<file path="src/rtl/regfile_wb_arbiter.sv">
// Register-file writeback arbiter.
// After reset it walks every register and writes zero to it. Once that is
// done it arbitrates between the ALU (A) and load (B) writeback ports.
// Arbitration is round-robin, and the write to the register file is
// registered one cycle after the grant.
module regfile_wb_arbiter #(
    parameter int DATA_W   = 32,
    parameter int ADDR_W   = 5,
    parameter int NUM_REGS = 32,
    parameter int CNT_W    = 16
) (
    input  logic              clk,
    input  logic              reset,
    input  logic              a_req,
    input  logic [ADDR_W-1:0] a_addr,
    input  logic [DATA_W-1:0] a_data,
    output logic              a_gnt,
    input  logic              b_req,
    input  logic [ADDR_W-1:0] b_addr,
    input  logic [DATA_W-1:0] b_data,
    output logic              b_gnt,
    output logic              rg_wrt_en,
    output logic [ADDR_W-1:0] rg_wrt_addr,
    output logic [DATA_W-1:0] rg_wrt_data,
    output logic              init_done,
    output logic [CNT_W-1:0]  conflict_cnt
);

    typedef enum logic {CLEAR, RUN} state_t;

    state_t            state;
    logic [ADDR_W-1:0] clr_cnt;
    logic              last_b;   // 1: the most recent grant went to B

    // Combinational grant. On a conflict the side not granted last wins.
    // Grants are suppressed while reset is asserted and while clearing.
    always_comb begin
        a_gnt = 1'b0;
        b_gnt = 1'b0;
        if (!reset && state == RUN) begin
            if (a_req && (!b_req || last_b))
                a_gnt = 1'b1;
            else if (b_req)
                b_gnt = 1'b1;
        end
    end

    // Clear/run FSM with registered write port, pointer and conflict counter
    always_ff @(posedge clk) begin
        if (reset) begin
            state        <= CLEAR;
            clr_cnt      <= '0;
            rg_wrt_en    <= 1'b0;
            rg_wrt_addr  <= '0;
            rg_wrt_data  <= '0;
            init_done    <= 1'b0;
            conflict_cnt <= '0;
            last_b       <= 1'b1;
        end else begin
            case (state)
                CLEAR: begin
                    rg_wrt_en   <= 1'b1;
                    rg_wrt_addr <= clr_cnt;
                    rg_wrt_data <= '0;
                    if (clr_cnt == ADDR_W'(NUM_REGS - 1)) begin
                        state     <= RUN;
                        init_done <= 1'b1;
                        clr_cnt   <= '0;
                    end else begin
                        clr_cnt <= clr_cnt + ADDR_W'(1);
                    end
                end
                RUN: begin
                    rg_wrt_en <= 1'b0;
                    // A write to x0 is granted but never issued. The address
                    // and data registers keep their previous values.
                    if (a_gnt) begin
                        last_b <= 1'b0;
                        if (a_addr != '0) begin
                            rg_wrt_en   <= 1'b1;
                            rg_wrt_addr <= a_addr;
                            rg_wrt_data <= a_data;
                        end
                    end else if (b_gnt) begin
                        last_b <= 1'b1;
                        if (b_addr != '0) begin
                            rg_wrt_en   <= 1'b1;
                            rg_wrt_addr <= b_addr;
                            rg_wrt_data <= b_data;
                        end
                    end
                    if (a_req && b_req && conflict_cnt != '1)
                        conflict_cnt <= conflict_cnt + CNT_W'(1);
                end
                default: state <= CLEAR;
            endcase
        end
    end

endmodule

</file>
<file path="config.mk">
export PLATFORM = sky130hd
export DESIGN_NAME = regfile_wb_arbiter
export DESIGN_NICKNAME = d
export VERILOG_FILES = /design/src/rtl/regfile_wb_arbiter.sv
export SDC_FILE = /design/constraint.sdc
export NUM_CORES = 1
export LEC_CHECK = 0
export BUFFER_PORTS_ARGS = -buffer_cell sky130_fd_sc_hd__buf_2
export CELL_PAD_IN_SITES_DETAIL_PLACEMENT = 1
export CELL_PAD_IN_SITES_GLOBAL_PLACEMENT = 2
export CORE_MARGIN = 10
export CORE_UTILIZATION = 29
export CTS_CLUSTER_SIZE = 12
export DETAILED_ROUTE_END_ITERATION = 10
export GPL_ROUTABILITY_DRIVEN = 0
export GPL_TIMING_DRIVEN = 0
export PLACE_DENSITY = 0.89
export SYNTH_ARGS = -nofsm -noshare
export SYNTH_HDL_FRONTEND = slang
export SYNTH_SLANG_ARGS = --single-unit
</file>
<file path="constraint.sdc">
create_clock -name clk -period 3.6 [get_ports clk]
set_input_delay 0.36 -clock clk [delete_from_list [all_inputs] [get_ports clk]]
set_output_delay 0.36 -clock clk [all_outputs]
set_load 0.05 [all_outputs]
</file>
==> results.md <==
- Status: complete, no violations
- Mapped cell area: 3360 sq um
- Dpl ws: 1330 ps
- P&R area growth vs syn: 35.0%
- Setup TNS: 0 ps
- Final period utilization: 0.638
- Initial Util: 0.296
- I/O pin cnt: approximately 140
- Reg-to-reg startpoint: conflict_cnt[0]$_SDFFE_PP0P_
- Iter 0 DRT Violations: around 180
- Min cycle time layout: around 2300 ps
- GR Overflow Total: 0
- Fraction of registers with async set/reset: 0
- Area used by multi-input combinational logic: 1890 sq um
- Final net count: 632
- Hold buffers post-CTS: 0
- Synth warn: 0
- Clk slew on worst S/H paths: 60 ps
- RSZ-0062 raised after global routing: false
- Chip height: ~130 microns
- Yosys reg bits: 62
- # resized after CTS: 0
- Final WL: roughly 13 mm
- Reg2reg path depth: 6
- Critical R2R Capture: conflict_cnt[4]$_SDFFE_PP0P_
- Fin. Hold Viols: 0
- Placeable core area: between 10000 and 15000 sq um
- Crit path setup slack, layout: 1300 ps
- FF/Latch Area: 1240 sq um
- Critical Path Sink Type: flip-flop
- DR vias/cell: around 5.2
- # setup viols final: 0
- Worst hold path depth: 4
- Synth cell types: 40
- Synth top area share: 0.369
- Fin. max-slew vios: 0
- TritonCTS clock tree: done
- Most common cell after layout, fill and taps aside: buf_2
- Sw Pwr: ~0.00038 W
- Syn Nets: 487
- Share of cells above drive strength 1: 0.305
- Share of the yosys chip area belonging to registers: 0.369
- Pint: 0.00138 W
- TritonCTS buffer count: 9
- Critical path startpoint: conflict_cnt[0]$_SDFFE_PP0P_
- Pre-Repair DR Iteration Count: 4
- First-pass GRT wire length: between 20 and 25 mm
- DR WL/cell: 18.1 microns
- Required time worst endpoint: 3820 ps
- Leak Pwr: 1.77 nW
- Skew-Pair Late Insertion Delay: between 300 and 400 ps
- Sw Share: 0.216
- Hold Path Sink: rg_wrt_data[22]$_SDFFE_PP0P_
- Slowest cell on crit path: nor4_1
- Syn_area_per_cell: 8.29 sq um
- Worst EP arrival: 2520 ps
- Most frequent cells in the layout: buf_2, nand2_1, dfxtp_1
- Vias: 3663
- Vias in the first global route: ~4.0k
- Combinational Power Share: 0.057
- CP max FO: 10
- Rel. slew slack: 0.425
- Routed Antenna Nets: 0
- Power per cell area: roughly 390 nW/um^2
- Crit-path max cell delay: 740 ps
- Fillers: 1433
- Crit path buf inv count: 1
- Crit Path Class: flip-flop to flip-flop
- Number of synthesized flops with an enable pin: 0
- Dpl hpwl: roughly 10 mm
- CP top delay family: simple AND/OR/NAND/NOR gates
- HP Start: b_data[22]
- Most common flop cell mapped by yosys: dfxtp_1
- Yosys top cell by area: dfxtp_1
- DRC Markers: 0
- Postcts setup bufs: 0
- Power share of the clock group: 0.545
- H-tree depth: 3
- Initial antenna violation count: 2
- Worst min path class: input port to flip-flop
- Synth Instances: 406
- Startpoint types: flip-flop
- Worst clock skew: 6.24 ps
- Peak supply drop: 0.357 mV
- Flop pwr share: 0.398
- Top cells by area, synth: dfxtp_1, mux2i_1, a211o_1, nand2_1, nor3_1
- CTS Sinks: just over 60
- Port buffer count: 134
- Pin count of the biggest net entering global routing: 11
- Die Area: 16300 sq um
- CP Cell Sequence: ha_1 -> nand4_1 -> nor4_1 -> buf_2 -> o311ai_0 -> o41ai_1
- Maximum clock path buffer count: 2
- Slew @ Worst Pin: 855 ps
- GRT Util Overall: 0.153
- Num rows: 39
- Fmax: 0.436 GHz
- Max Cap Viol: 0
- Reg-to-reg setup timing slack: 1300 ps
- Root Buffer: clkbuf_16
- Die Wd: 128 microns
[final cells by class]
| cell class | instances | share of cell area |
|---|---|---|
| repair buffers | 134 | 0.148 |
| plain buffers | 37 | 0.0427 |
| well taps | 143 | 0.0394 |
| clock inverters | 3 | 0.0149 |
| inverters | 11 | 0.00909 |
| multi-input cells | 296 | 0.416 |
| clock buffers | 12 | 0.0565 |
| diodes | 2 | 0.00110 |
| flip-flops and latches | 62 | 0.273 |
[worst max path at each step]
stage,end,slack (ps),cells after the start
finish,conflict_cnt[4]$_SDFFE_PP0P_,1300,6
global route,conflict_cnt[4]$_SDFFE_PP0P_,1040,5
CTS,conflict_cnt[1]$_SDFFE_PP0P_,1310,5
detailed placement,conflict_cnt[1]$_SDFFE_PP0P_,1330,6
global placement,conflict_cnt[1]$_SDFFE_PP0P_,1350,6
floorplan,rg_wrt_addr[4]$_SDFFE_PP0P_,1040,7
[power groups by stage]
stage | Combinational (W) | Clock, W | Sequential, W
after global routing | 0.000110 | 0.00101 | 0.000697
final | 0.000101 | 0.000956 | 0.000697
after floorplan | 0.0000291 | 0 | 0.000719
after CTS | 0.000101 | 0.000979 | 0.000697
after detailed placement | 0.000101 | 0 | 0.000712
after global placement | 0.000100 | 0 | 0.000712
[stage by stage]
stage | hold slack [ps] | total power, W | utilization | instance area, sq um | std cells
final | 388 | 0.00175 | 0.400 | 4540 | 700
after global placement | 444 | 0.000812 | 0.371 | 4210 | 683
after floorplan | 468 | 0.000748 | - | 3360 | 406
after detailed placement | 455 | 0.000813 | 0.371 | 4210 | 683
after CTS | 379 | 0.00178 | 0.399 | 4540 | 698
after global routing | 395 | 0.00182 | 0.399 | 4540 | 699
[logic make-up after synthesis]
logic type      Yosys count  share of synthesized area
compound gates           85                      0.192
flops                    62                      0.369
simple gates            168                      0.238
fa+ha+maj                 3                     0.0112
buf+inv                  48                     0.0699
mux                      40                      0.119
[registers in the layout, indices dropped and copies added, names as in the netlist]
register,cells
conflict_cnt,16
state,1
last_b,1
init_done,1
rg_wrt_addr,5
rg_wrt_data,32
clr_cnt,5
rg_wrt_en,1
[synth_stat cells (3+ instances only)]
master / n
nand2_1: 76
inv_1: 10
a211o_1: 34
mux2i_1: 39
o31ai_1: 11
or3_1: 3
dfxtp_1: 62
o41ai_1: 4
o21ai_0: 6
clkbuf_1: 27
nand3_1: 7
buf_2: 3
or4_1: 7
or2_2: 5
o311ai_0: 3
nand4_1: 5
o21a_1: 5
ha_1: 3
nor2_1: 13
nor3_1: 37
nor4_1: 5
o221ai_1: 3
a21oi_1: 15
buf_6: 3
[layer usage]
layer  wire, microns  GRT usage  share of wire  vias up
met5               0          0              0        -
met4             201     0.0523          0.016        0
met3            1110     0.0678          0.088       13
met2            5830      0.248           0.46      103
met1            5540      0.177           0.44     1776
li1                -          -              -     1771
[tightest hold or removal path, delay by kind of cell]
kind | cells | cell delay [ps]
AO/OA/AOI/OAI | 1 | 110
buffers and inverters | 1 | 90
multiplexers | 1 | 60
AND/OR/NAND/NOR | 1 | 50
Power figures use the tool's default switching activity.
